--- src/rtl/vram_slot_scheduler.sv ---
// Time-slot scheduler for the single-port tile VRAM.
// Each character cell of SLOTS pixel clocks opens with up to VIDEO_SLOTS
// video fetch slots (only when the cell is video-owned). Every other slot
// is offered to the CPU through a request/ack handshake. The VRAM has a
// 1-clock read latency, so read data is returned the clock after an issue.
module vram_slot_scheduler #(
    parameter int AW          = 14,
    parameter int DW          = 8,
    parameter int SLOTS       = 8,
    parameter int VIDEO_SLOTS = 2
) (
    input  logic          CLOCK,
    input  logic          RESET,
    input  logic          PHASE_SYNC,
    input  logic          VID_ACTIVE,
    input  logic [AW-1:0] VID_ADDR,
    output logic [2:0]    VID_SEL,
    output logic          VID_STB,
    output logic [2:0]    VID_TAG,
    output logic [DW-1:0] VID_DATA,
    input  logic          CPU_REQ,
    input  logic          CPU_WE,
    input  logic [AW-1:0] CPU_ADDR,
    input  logic [DW-1:0] CPU_WDATA,
    output logic          CPU_ACK,
    output logic [DW-1:0] CPU_RDATA,
    output logic [AW-1:0] RAM_ADDR,
    output logic          RAM_WE,
    output logic [DW-1:0] RAM_WDATA,
    input  logic [DW-1:0] RAM_RDATA
);

    localparam int PW = (SLOTS > 1) ? $clog2(SLOTS) : 1;
    localparam logic [PW-1:0] LAST_PHASE = PW'(SLOTS - 1);
    localparam logic [PW-1:0] VID_PHASES = PW'(VIDEO_SLOTS);

    // CPU access FSM encoding
    localparam logic [1:0] ST_IDLE = 2'd0;
    localparam logic [1:0] ST_DATA = 2'd1;
    localparam logic [1:0] ST_HOLD = 2'd2;

    // Phase / ownership
    logic [PW-1:0] cnt_reg;
    logic [PW-1:0] cnt_next;
    logic [PW-1:0] phase;
    logic          own_reg;
    logic          own;
    logic          video_slot;

    // CPU access
    logic [1:0]    state_reg;
    logic [1:0]    state_next;
    logic          cpu_issue;
    logic          data_phase;
    logic          cpu_we_reg;
    logic [DW-1:0] cpu_rdata_reg;
    logic [DW-1:0] cpu_rdata_next;

    // RAM bus hold registers
    logic [AW-1:0] ram_addr_reg;
    logic [AW-1:0] ram_addr_next;
    logic [DW-1:0] ram_wdata_reg;
    logic [DW-1:0] ram_wdata_next;

    // Video return path
    logic [2:0]    vid_sel_reg;
    logic [2:0]    vid_sel_next;
    logic          vid_stb_reg;
    logic [2:0]    vid_tag_reg;
    logic [2:0]    vid_tag_next;
    logic [DW-1:0] vid_data_reg;
    logic [DW-1:0] vid_data_next;

    // Current phase, next counter value and slot ownership for this clock.
    // PHASE_SYNC forces phase 0 immediately, so the sync cycle is already
    // a (potential) video slot and ownership is taken from VID_ACTIVE live.
    always_comb begin
        phase      = PHASE_SYNC ? '0 : cnt_reg;
        cnt_next   = (phase == LAST_PHASE) ? '0 : phase + PW'(1);
        own        = (phase == '0) ? VID_ACTIVE : own_reg;
        video_slot = own && (phase < VID_PHASES) && !RESET;
    end

    // CPU issue decision and FSM next state.
    always_comb begin
        cpu_issue  = (state_reg == ST_IDLE) && CPU_REQ && !video_slot && !RESET;
        data_phase = (state_reg == ST_DATA);
        state_next = state_reg;
        case (state_reg)
            ST_IDLE: if (cpu_issue) state_next = ST_DATA;
            ST_DATA: state_next = ST_HOLD;
            ST_HOLD: if (!CPU_REQ) state_next = ST_IDLE;
            default: state_next = ST_IDLE;
        endcase
    end

    // Bus multiplexing; values not driven by a slot hold their last value.
    always_comb begin
        vid_sel_next   = video_slot ? 3'(phase) : vid_sel_reg;
        vid_tag_next   = video_slot ? 3'(phase) : vid_tag_reg;
        ram_addr_next  = video_slot ? VID_ADDR
                       : (cpu_issue ? CPU_ADDR : ram_addr_reg);
        ram_wdata_next = cpu_issue ? CPU_WDATA : ram_wdata_reg;
        // Read data belongs to whoever issued on the previous clock.
        vid_data_next  = vid_stb_reg ? RAM_RDATA : vid_data_reg;
        cpu_rdata_next = (data_phase && !cpu_we_reg) ? RAM_RDATA : cpu_rdata_reg;
    end

    // Output drive; everything is forced low while RESET is asserted.
    always_comb begin
        VID_SEL   = RESET ? '0 : vid_sel_next;
        VID_STB   = vid_stb_reg && !RESET;
        VID_TAG   = RESET ? '0 : vid_tag_reg;
        VID_DATA  = RESET ? '0 : vid_data_next;
        CPU_ACK   = data_phase && !RESET;
        CPU_RDATA = RESET ? '0 : cpu_rdata_next;
        RAM_ADDR  = RESET ? '0 : ram_addr_next;
        RAM_WE    = cpu_issue && CPU_WE;
        RAM_WDATA = RESET ? '0 : ram_wdata_next;
    end

    // Phase counter and cell ownership registers.
    always_ff @(posedge CLOCK) begin
        if (RESET) begin
            cnt_reg <= '0;
            own_reg <= 1'b0;
        end else begin
            cnt_reg <= cnt_next;
            own_reg <= own;
        end
    end

    // CPU FSM state and the access type remembered for the DATA clock.
    // Reset drops any access in flight, so no ACK follows a reset.
    always_ff @(posedge CLOCK) begin
        if (RESET) begin
            state_reg  <= ST_IDLE;
            cpu_we_reg <= 1'b0;
        end else begin
            state_reg <= state_next;
            if (cpu_issue) begin
                cpu_we_reg <= CPU_WE;
            end
        end
    end

    // Held copies of the RAM bus and CPU read data.
    always_ff @(posedge CLOCK) begin
        if (RESET) begin
            ram_addr_reg  <= '0;
            ram_wdata_reg <= '0;
            cpu_rdata_reg <= '0;
        end else begin
            ram_addr_reg  <= ram_addr_next;
            ram_wdata_reg <= ram_wdata_next;
            cpu_rdata_reg <= cpu_rdata_next;
        end
    end

    // Video return pipeline: strobe and tag one clock after each fetch.
    always_ff @(posedge CLOCK) begin
        if (RESET) begin
            vid_sel_reg  <= '0;
            vid_stb_reg  <= 1'b0;
            vid_tag_reg  <= '0;
            vid_data_reg <= '0;
        end else begin
            vid_sel_reg  <= vid_sel_next;
            vid_stb_reg  <= video_slot;
            vid_tag_reg  <= vid_tag_next;
            vid_data_reg <= vid_data_next;
        end
    end

    // A video slot never carries a write, and ACK is a single-clock pulse.
    a_no_write_in_video: assert property (@(posedge CLOCK) disable iff (RESET)
        !(video_slot && RAM_WE));
    a_ack_pulse: assert property (@(posedge CLOCK) disable iff (RESET)
        CPU_ACK |=> !CPU_ACK);

endmodule

--- config.mk ---
export PLATFORM = sky130hd
export DESIGN_NAME = vram_slot_scheduler
export DESIGN_NICKNAME = d
export VERILOG_FILES = /design/src/rtl/vram_slot_scheduler.sv
export SDC_FILE = /design/constraint.sdc
export NUM_CORES = 1
export LEC_CHECK = 0
export ABC_AREA = 1
export BUFFER_PORTS_ARGS = -buffer_cell sky130_fd_sc_hd__buf_2
export CAP_MARGIN = 20
export CORE_MARGIN = 1.5
export CORE_UTILIZATION = 50
export CTS_CLUSTER_DIAMETER = 30
export DETAILED_ROUTE_END_ITERATION = 10
export PLACE_DENSITY = 0.87
export SETUP_SLACK_MARGIN = 0.15
export SLEW_MARGIN = 0
export SYNTH_ARGS = -nofsm -noshare
export SYNTH_HDL_FRONTEND = slang
export SYNTH_SLANG_ARGS = --single-unit
--- constraint.sdc ---
create_clock -name CLOCK -period 4 [get_ports CLOCK]
set_clock_uncertainty 0.1 [all_clocks]
set_input_delay 0 -clock CLOCK [delete_from_list [all_inputs] [get_ports CLOCK]]
set_output_delay 0 -clock CLOCK [all_outputs]
set_load 0.02 [all_outputs]
==> impl_metrics.tcl <==
set metrics [dict create \
    slew_violations 0 \
    p_sw_frac 0.260 \
    p_clk_frac 0.365 \
    syn_to_final_growth_pct 48.4 \
    synth-seq-area-share 0.480 \
    ios 97 \
    synthCells 298 \
    die_y_um 68.9 \
    first_global_vias 2092 \
    fill_cells 282 \
    grt.total_usage 0.252 \
    syn-cell-area_um2 2170 \
    hold_class "in2reg" \
    die_area_um2 4740 \
    start_util 0.531 \
    seqPwrFrac 0.432 \
    ys_seq_elements 52 \
    synth.avg_cell_area_um2 7.28 \
    wl_mm 6.08 \
    grt_antenna_before_repair 0 \
    status "finished, final reports clean" \
    cts_root_buffer "clkbuf_8" \
    antenna_cells 0 \
    synth_fp_nets 351 \
    rsz0062_at_grt "false" \
    arrival_ns 2.48 \
    gp_congestion 0.760 \
    drcViolationCount 0 \
    tritoncts "built" \
    clock_path_buffers 2 \
    final.min_clock_period_ns 2.34 \
    cts.sinks 52 \
    maxCapViolations 0 \
    dpl_cell_area_um2 2640 \
    core_um2 4090 \
    via_per_inst 4.83 \
    combinationalPowerShare 0.203 \
    hold_viol_final 0 \
    routedWlPerCell_um 12.6 \
    worst_pin_slew_ns 0.687 \
    ir_drop_uv 374 \
    place_hpwl_mm 3.54 \
    p_per_area_nw_per_um2 409 \
    critPathLaunchType "flip-flop" \
    power.switching_uw 342 \
    grt_max_degree 43 \
    setup.worst_path.class "reg2reg" \
    slew_headroom 0.542 \
    total_power_mw 1.32 \
    drt_iter0_drc 135 \
    vias 2326 \
    clock_latency_ns 0.29 \
    die_w_um 68.9 \
    max_freq_ghz 0.427 \
    rrSetupSlack_ns 1.66 \
    internal_power_uw 975 \
    cts_made_buffers 5 \
    grt.overflow.total 0 \
    clkTransAtPathRegs_ns 0.09 \
    tns_ns 0 \
    portBuffers 96 \
    largest_reg_flops 14 \
    path_max_fanout 18 \
    yosys_warnings 0 \
    rows 23 \
    setup-violations-final 0 \
    cp-end-kind "flip-flop" \
    final_nets 484 \
    worst_ep_required_time_ns 4.14 \
    grt_pass1_wl_mm 8.90 \
    post-route-period-util 0.585 \
    final_area_um2 3220 \
    h-tree-depth 2 \
    drt.antenna.violating_nets 0 \
    netlist-cell-type-count 26 \
    layout-drive-gt1-share 0.273 \
    power.leakage_nw 1.76 \
    cts_resized 0 \
    dr.pass1.iters 4 \
]
[synthesized netlist by cell type, drive strengths merged]
| cell | count | share of area |
|---|---|---|
| a21oi | 9 | 0.023 |
| a31o | 1 | 0.0040 |
| buf | 10 | 0.031 |
| clkbuf | 2 | 0.0035 |
| clkinv | 1 | 0.0017 |
| dfxtp | 52 | 0.48 |
| ha | 3 | 0.017 |
| inv | 48 | 0.083 |
| nand2 | 69 | 0.12 |
| nand3 | 18 | 0.058 |
| nand4 | 1 | 0.0029 |
| nor2 | 49 | 0.089 |
| nor3b | 1 | 0.0058 |
| o21ai | 32 | 0.074 |
| or2 | 2 | 0.0058 |
[power by group through the flow]
stage                     Clock (mW)  Sequential, mW  Combinational (mW)
after floorplan                    0           0.577               0.152
after detailed placement           0           0.580               0.223
after global placement             0           0.578               0.217
after global routing           0.509           0.573               0.294
final                          0.481           0.569               0.267
after CTS                      0.485           0.568               0.260
[worst paths after layout]
path              cells past startpoint               end           start
setup / recovery                      8  ram_addr_reg[12]      cnt_reg[1]
hold / removal                        5   ram_addr_reg[8]     CPU_ADDR[8]
setup reg to reg                      8  ram_addr_reg[12]      cnt_reg[1]
hold reg to reg                       2    vid_sel_reg[2]  vid_sel_reg[2]
[cell type report]
type	count	area, um2	share of cell area
multi-input combinational	185	870	0.270
sequential	52	1040	0.324
inverter	49	184	0.0572
timing repair buffer	138	901	0.280
clock inverter	3	90.1	0.0280
clock buffer	5	68.8	0.0214
tap	50	62.6	0.0194
[cell families (layout without fill, tap and decap cells)]
group,after synthesis,in the layout,synth area share
AND/OR/NAND/NOR,140,140,0.283
buffers and inverters,61,195,0.119
flip-flops,52,52,0.480
AO/OA/AOI/OAI,42,42,0.100
adder cells (fa/ha/maj),3,3,0.0173
[worst max-delay path: stages, from the launching register on]
cell and delay [ns]:
dfxtp_1 0.34, nand2_1 0.08, ha_1 0.22, nand3_2 0.11, nand3_4 0.23, nor2_4 0.40, nand2_1 0.14, nand2_1 0.11
dlygate4sd3_1 0.55
[metal layers]
| metal | GRT usage | up-vias | part of all wire |
|---|---|---|---|
| li1 | - | 1177 | - |
| met1 | 0.258 | 1035 | 0.37 |
| met2 | 0.466 | 94 | 0.53 |
| met3 | 0.0779 | 20 | 0.072 |
| met4 | 0.115 | 0 | 0.030 |
| met5 | 0 | - | 0 |
[timing repair]
| item | in CTS | in global routing |
|---|---|---|
| setup buffers | 0 | 0 |
| hold buffers | 42 | 0 |
| endpoints found under the hold margin | 41 | 0 |
[through the flow]
| step | instances | utilization | hold WS (ns) | setup WS, ns |
|---|---|---|---|---|
| 5_1_grt | 482 | 0.787 | 0.0317 | 1.47 |
| 3_3_place_gp | 432 | 0.645 | 0.110 | 2.17 |
| 4_1_cts | 482 | 0.787 | 0.00197 | 1.74 |
| 6_report | 482 | 0.787 | 0.0273 | 1.66 |
| 3_5_place_dp | 432 | 0.645 | 0.113 | 2.08 |
| 2_1_floorplan | 298 | - | 0.0527 | 2.33 |
[cell usage in the layout, fill, tap and decap left out, drive strengths merged, types with 2 or more instances in the layout]
| cell type | instances |
|---|---|
| clkbuf | 5 |
| a21oi | 9 |
| dlygate4sd3 | 42 |
| inv | 48 |
| dfxtp | 52 |
| nand3 | 18 |
| bufinv | 3 |
| ha | 3 |
| or2 | 2 |
| o21ai | 32 |
| nor2 | 49 |
| buf | 96 |
| nand2 | 69 |
(Power assumes the default switching activity.)
